### config.mk
export PLATFORM = sky130hd
export DESIGN_NAME = mem_port_arbiter
export DESIGN_NICKNAME = d
export VERILOG_FILES = /design/src/rtl/mem_arb_pkg.sv /design/src/rtl/fetch_wait_counter.sv /design/src/rtl/mem_port_arbiter.sv
export SDC_FILE = /design/constraint.sdc
export NUM_CORES = 1
export LEC_CHECK = 0
export CAP_MARGIN = 25
export CORE_UTILIZATION = 30
export CTS_BUF_LIST = sky130_fd_sc_hd__clkbuf_4 sky130_fd_sc_hd__clkbuf_8
export DETAILED_ROUTE_END_ITERATION = 7
export PLACE_DENSITY = 0.64
export RECOVER_POWER = 25
export SLEW_MARGIN = 15
export SYNTH_ARGS = -nofsm -noshare
export SYNTH_HDL_FRONTEND = slang
export SYNTH_HIERARCHICAL = 1
export SYNTH_SLANG_ARGS = --single-unit
export TNS_END_PERCENT = 1
### constraint.sdc
create_clock -name clk -period 2.37 [get_ports clk]
set_clock_uncertainty 0.2 [all_clocks]
set_input_delay 0.474 -clock clk [delete_from_list [all_inputs] [get_ports clk]]
set_output_delay 0.474 -clock clk [all_outputs]
set_load 0.03 [all_outputs]
### src/rtl/mem_arb_pkg.sv
// Shared types for the memory port arbiter.
//   state_t : arbiter FSM states (IDLE -> ACCESS -> RESP)
//   owner_t : which requester owns the access currently in flight
//   WAIT_W  : width of the fetch starvation counter
package mem_arb_pkg;

    typedef enum logic [1:0] {
        IDLE   = 2'd0,
        ACCESS = 2'd1,
        RESP   = 2'd2
    } state_t;

    typedef enum logic {
        FETCH = 1'b0,
        DATA  = 1'b1
    } owner_t;

    localparam int WAIT_W = 3;

endpackage

### src/rtl/fetch_wait_counter.sv
// Saturating count of consecutive ticks on which a fetch request was
// pending but not granted. The arbiter uses o_at_max to let fetch
// override the normal data-first priority.
// Ports:
//   clk, rst_n   : clock, async active-low reset
//   i_tick       : clock qualifier; the count only moves on ticks
//   i_fetch_req  : fetch request level
//   i_fetch_win  : fetch is being granted on this tick
//   o_count      : current count
//   o_at_max     : count equals MAX_FETCH_WAIT
module fetch_wait_counter
    import mem_arb_pkg::*;
#(
    parameter int MAX_FETCH_WAIT = 4
) (
    input  logic              clk,
    input  logic              rst_n,
    input  logic              i_tick,
    input  logic              i_fetch_req,
    input  logic              i_fetch_win,
    output logic [WAIT_W-1:0] o_count,
    output logic              o_at_max
);

    localparam logic [WAIT_W-1:0] MAX_CNT = WAIT_W'(MAX_FETCH_WAIT);

    logic [WAIT_W-1:0] r_count;

    always_ff @(posedge clk or negedge rst_n) begin
        if (!rst_n) begin
            r_count <= '0;
        end else if (i_tick) begin
            if (!i_fetch_req || i_fetch_win)
                r_count <= '0;
            else if (r_count != MAX_CNT)
                r_count <= r_count + 1'b1;
        end
    end

    assign o_count  = r_count;
    assign o_at_max = (r_count == MAX_CNT);

endmodule

### src/rtl/mem_port_arbiter.sv
// Arbitrates one single-ported memory between instruction fetch and
// load/store. Each access takes three ticks: IDLE (grant + command
// registered), ACCESS (command held on the memory port), RESP (read data
// captured, response pulse). Data wins over fetch unless fetch has been
// starved for MAX_FETCH_WAIT ticks.
// Ports:
//   clk, rst_n, clk_enable           : clock, async active-low reset, tick qualifier
//   fetch_req/fetch_addr/fetch_flush : fetch request, word address, cancel in-flight fetch
//   data_req/data_we/data_addr/data_wdata : load/store request
//   mem_rdata                        : memory read data (valid during RESP)
//   fetch_gnt, data_gnt              : one-tick grant pulses
//   mem_en/mem_we/mem_addr/mem_wdata : registered memory command
//   fetch_rvalid, data_done, rdata   : response pulses and captured read data
//   busy                             : FSM not in IDLE
module mem_port_arbiter
    import mem_arb_pkg::*;
#(
    parameter int MAX_FETCH_WAIT = 4
) (
    input  logic        clk,
    input  logic        rst_n,
    input  logic        clk_enable,
    input  logic        fetch_req,
    input  logic [29:0] fetch_addr,
    input  logic        fetch_flush,
    input  logic        data_req,
    input  logic        data_we,
    input  logic [31:0] data_addr,
    input  logic [31:0] data_wdata,
    input  logic [31:0] mem_rdata,
    output logic        fetch_gnt,
    output logic        data_gnt,
    output logic        mem_en,
    output logic        mem_we,
    output logic [31:0] mem_addr,
    output logic [31:0] mem_wdata,
    output logic        fetch_rvalid,
    output logic        data_done,
    output logic [31:0] rdata,
    output logic        busy
);

    state_t            r_state, w_state_nxt;
    owner_t            r_owner;
    logic              r_flushed;
    logic              r_fetch_gnt, r_data_gnt;
    logic              r_mem_en, r_mem_we;
    logic [31:0]       r_mem_addr, r_mem_wdata;
    logic              r_fetch_rvalid, r_data_done;
    logic [31:0]       r_rdata;

    logic              w_idle;
    logic              w_fetch_win, w_data_win;
    logic              w_wait_max;
    logic [WAIT_W-1:0] w_wait_cnt;

    assign w_idle      = (r_state == IDLE);
    // Data first, unless fetch has been starved to the limit.
    assign w_fetch_win = w_idle && fetch_req && (!data_req || w_wait_max);
    assign w_data_win  = w_idle && data_req && !w_fetch_win;

    fetch_wait_counter #(
        .MAX_FETCH_WAIT (MAX_FETCH_WAIT)
    ) u_wait (
        .clk         (clk),
        .rst_n       (rst_n),
        .i_tick      (clk_enable),
        .i_fetch_req (fetch_req),
        .i_fetch_win (w_fetch_win),
        .o_count     (w_wait_cnt),
        .o_at_max    (w_wait_max)
    );

    always_ff @(posedge clk or negedge rst_n) begin
        if (!rst_n)
            r_state <= IDLE;
        else if (clk_enable)
            r_state <= w_state_nxt;
    end

    always_comb begin
        w_state_nxt = r_state;
        case (r_state)
            IDLE:    if (fetch_req || data_req) w_state_nxt = ACCESS;
            ACCESS:  w_state_nxt = RESP;
            RESP:    w_state_nxt = IDLE;
            default: w_state_nxt = IDLE;
        endcase
    end

    always_ff @(posedge clk or negedge rst_n) begin
        if (!rst_n) begin
            r_owner        <= FETCH;
            r_flushed      <= 1'b0;
            r_fetch_gnt    <= 1'b0;
            r_data_gnt     <= 1'b0;
            r_mem_en       <= 1'b0;
            r_mem_we       <= 1'b0;
            r_mem_addr     <= '0;
            r_mem_wdata    <= '0;
            r_fetch_rvalid <= 1'b0;
            r_data_done    <= 1'b0;
            r_rdata        <= '0;
        end else if (clk_enable) begin
            // Pulses default low each tick; stalled ticks hold them.
            r_fetch_gnt    <= w_fetch_win;
            r_data_gnt     <= w_data_win;
            r_fetch_rvalid <= 1'b0;
            r_data_done    <= 1'b0;
            case (r_state)
                IDLE: begin
                    r_flushed <= 1'b0;
                    if (w_fetch_win) begin
                        r_owner     <= FETCH;
                        r_mem_en    <= 1'b1;
                        r_mem_we    <= 1'b0;
                        r_mem_addr  <= {fetch_addr, 2'b00};
                        r_mem_wdata <= '0;
                    end else if (w_data_win) begin
                        r_owner     <= DATA;
                        r_mem_en    <= 1'b1;
                        r_mem_we    <= data_we;
                        r_mem_addr  <= data_addr;
                        r_mem_wdata <= data_wdata;
                    end
                end
                ACCESS: begin
                    r_mem_en <= 1'b0;
                    r_mem_we <= 1'b0;
                    if (r_owner == FETCH && fetch_flush)
                        r_flushed <= 1'b1;
                end
                RESP: begin
                    r_rdata   <= mem_rdata;
                    r_flushed <= 1'b0;
                    // A flush arriving on the RESP tick itself still cancels.
                    if (r_owner == FETCH)
                        r_fetch_rvalid <= !(r_flushed || fetch_flush);
                    else
                        r_data_done    <= 1'b1;
                end
                default: ;
            endcase
        end
    end

    assign fetch_gnt    = r_fetch_gnt;
    assign data_gnt     = r_data_gnt;
    assign mem_en       = r_mem_en;
    assign mem_we       = r_mem_we;
    assign mem_addr     = r_mem_addr;
    assign mem_wdata    = r_mem_wdata;
    assign fetch_rvalid = r_fetch_rvalid;
    assign data_done    = r_data_done;
    assign rdata        = r_rdata;
    assign busy         = !w_idle;

endmodule

==> summary.txt <==
Outcome
  • Status: completed

Clock tree
  • Worst skew pair latency: 370 ps
  • Cell chosen for the clock root: clkbuf_8
  • CTS Buf Count: 9
  • H-tree Lvls: 3
  • Post-CTS setup buffer count: 0
  • Clk slew on worst S/H paths: 100 ps
  • Clk sinks: 109
  • Max Root-Sink Buffers: 2
  • CTS tree: yes

Global routing
  • First-pass GRT wire length: 22600 µm
  • Largest net degree at the start of global routing: 64
  • Total GRT Usage: 18.2%
  • Gr ovfl total: 0
  • Initial antenna violation count: 1
  • Vias in the first global route: 4206

Finish
  • Final #Nets: 752
  • Most frequent cells in the layout: 233 x clkdlybuf4s50_1, 109 x dfrtp_1, 35 x a22o_1, 34 x a21oi_1
  • Final Cell Area: 7490 µm²
  • Area growth syn-to-layout: 61.9%
  • Fin cells: 811
  • Most common cell after layout, fill and taps aside: clkdlybuf4s50_1
  • Fill count: 1374
  • Ratio of cells with drive above 1 in the final layout: 12.5%
  • Final Util: 49.5%

Worst setup path
  • Flop2flop setup slack: 240 ps
  • Endpoint type of the worst setup path: output pin
  • Crit path buf inv count: 1
  • Worst r2r src: r_state[1]$_DFFE_PN0P_
  • Cell-by-cell trace of the critical path: clkdlybuf4s50_1
  • Kind of critical path: flop to output pin
  • Critical path data arrival time: 1470 ps
  • Reg-to-Reg End: mem_wdata[14]$_DFFE_PN0P_
  • CP top delay family: buffers and inverters
  • Slowest stage cell, crit path: clkdlybuf4s50_1
  • CP peak stage delay: 740 ps
  • Startpoint Class: flop
  • CP max FO: 2
  • CP required: 1700 ps
  • R2R cell count: 5

Hold path
  • Hold wc startpoint: mem_en$_DFFE_PN0P_
  • Hold path depth: 1
  • Worst hold path class: flop to flop
  • Hold path endpoint: mem_en$_DFFE_PN0P_

Place
  • Post-DP Area: 7330 µm²
  • PortBufs: 235
  • Pre-CTS setup slack: 37.4 ps
  • GPL Wtd Cong: 0.729
  • Placed cells: 793
  • DP Wirelength: 10300 µm

Route
  • Drt initial violations: 226
  • Initial DRT Pass Iterations: 5
  • Via density: 5.12
  • Routed vias: 4156
  • Uppermost layer routed: met4
  • Met3 wire len: 950 µm
  • DR WL/cell: 17.7 µm
  • M1 WL: 6020 µm
  • Routed WL: 14300 µm
  • Met2 WL: 7170 µm
  • DRT antenna net count: 0
  • DRC: 0

Floorplan
  • # IOs: 236
  • Chip width: 126 µm
  • DIE AREA: 15900 µm²
  • Num rows: 45
  • Die height: 126 µm
  • Initial Utilization: 30.5%
  • Core area: 15100 µm²

Synth
  • Post-Syn Area: 4630 µm²
  • Async set-reset flop share out of synthesis: 100%
  • Post-synthesis cell count: 384
  • Mapped Nets: 519
  • Synth Register Bits: 109
  • Number of flops mapped to enable cells by yosys: 0
  • Yosys cell types: 32
  • Synthesis Warnings: 6
  • Ys flop type: dfrtp_1
  • Post-synth top area share: 59.0%
  • Syn avg cell area: 12.0 µm²
  • Register area share after synthesis: 59.0%
  • Ranking of synthesized cells by area: dfrtp_1 59%, mux2_2 7.8%, a22o_1 6.6%
  • Synth area leader: dfrtp_1

Pwr
  • PD cells: 1220 nW/µm²
  • Overall Power: 9.15 mW
  • Part of the power in registers: 34.2%
  • Leak Pwr: 3.06 nW
  • Maximum VDD drop: 477 µV
  • Clock Power Share: 11.8%
  • Comb pwr share: 54.0%
  • Switch share: 42.8%
  • Pint: 5.24 mW
  • Sw power: 3.92 mW

STA
  • RSZ-0062 raised after global routing: false
  • Actual slew at the worst max-slew pin: 906 ps
  • Final-report hold violation count: 0
  • Fin Hold WS: 295 ps
  • Post-layout min period: 2150 ps
  • Final worst slack: 224 ps
  • Pins Over Slew Limit: 0
  • Final setup TNS: 0 ps
  • Setup Viol. Count Final: 0
  • Max_slew headroom: 39.6%
  • Fin crit share: 90.5%
  • Fmax: 466 MHz

Flow run
  • Max-cap check violation count: 0
-- power groups by stage --
| stage | Sequential [mW] | Combinational, mW | Clock (mW) |
|---|---|---|---|
| finish | 3.13 | 4.94 | 1.08 |
| global route | 3.22 | 5.21 | 1.19 |
| CTS | 3.13 | 4.99 | 1.13 |
| detailed placement | 3.16 | 4.98 | 0 |
| global placement | 3.14 | 4.91 | 0 |
| floorplan | 4.67 | 1.16 | 0 |
-- repair_timing --
item                                    in CTS  in global routing
gates resized for setup                      1                  0
endpoints found under the setup margin       1                  0
hold buffers                                 1                  0
hold endpoints to repair                    21                  0
-- cells in the mapped netlist, types with 3 or more instances --
library cell / number
clkbuf_1: 27
a21oi_1: 34
a21o_1: 3
a22o_1: 35
a31oi_1: 32
dfrtp_1: 109
nor2b_1: 3
mux2_2: 32
inv_1: 9
o31ai_1: 31
nand2_1: 5
nand4_1: 30
buf_2: 9
-- cell type report --
class	count	area (µm²)	share of cell area, %
Sequential cell	109	2730	36.4
Timing Repair Buffer	260	2600	34.7
Clock inverter	7	57.6	0.768
Inverter	11	41.3	0.551
Antenna cell	1	2.50	0.0334
Clock buffer	9	124	1.65
Multi-Input combinational cell	226	1710	22.8
Tap cell	188	235	3.14
-- state kept, by name, summed over array words and instances, names as in the netlist --
| signal | cells |
|---|---|
| u_wait/o_count | 3 |
| rdata | 32 |
| r_flushed | 1 |
| r_owner | 1 |
| fetch_gnt | 1 |
| data_done | 1 |
| mem_wdata | 32 |
| data_gnt | 1 |
| fetch_rvalid | 1 |
| mem_en | 1 |
| mem_addr | 32 |
| r_state | 2 |
| mem_we | 1 |
-- layer usage --
| layer | global-route usage [%] | vias up |
|---|---|---|
| met5 | 0 | - |
| met3 | 4.80 | 12 |
| li1 | - | 1940 |
| met4 | 6.45 | 0 |
| met1 | 22.3 | 2040 |
| met2 | 30.9 | 164 |
-- worst max path at each step --
| stage | start | end | slack [ps] | cells after the start |
|---|---|---|---|---|
| after floorplan | fetch_req | u_wait/o_count[1]$_DFFE_PN0P_ | 440 | 6 |
| after global placement | fetch_req | mem_wdata[13]$_DFFE_PN0P_ | 80 | 6 |
| after detailed placement | fetch_req | mem_wdata[21]$_DFFE_PN0P_ | 40 | 6 |
| after CTS | fetch_rvalid$_DFFE_PN0P_ | fetch_rvalid | 160 | 1 |
| after global routing | r_state[1]$_DFFE_PN0P_ | mem_wdata[23]$_DFFE_PN0P_ | 90 | 5 |
| final | fetch_rvalid$_DFFE_PN0P_ | fetch_rvalid | 220 | 1 |
-- logic make-up (layout without fill, tap and decap cells) --
logic type,count (synthesis),after routing,synth area share (%)
other,0,1,0
DFF,109,109,59.0
adders and majority gates,2,2,0.541
AOI/OAI and AO/OA,143,143,21.8
and+or+nand+nor,47,47,6.22
muxes,34,34,8.22
buffers and inverters,49,287,4.22
(Power assumes the default switching activity.)
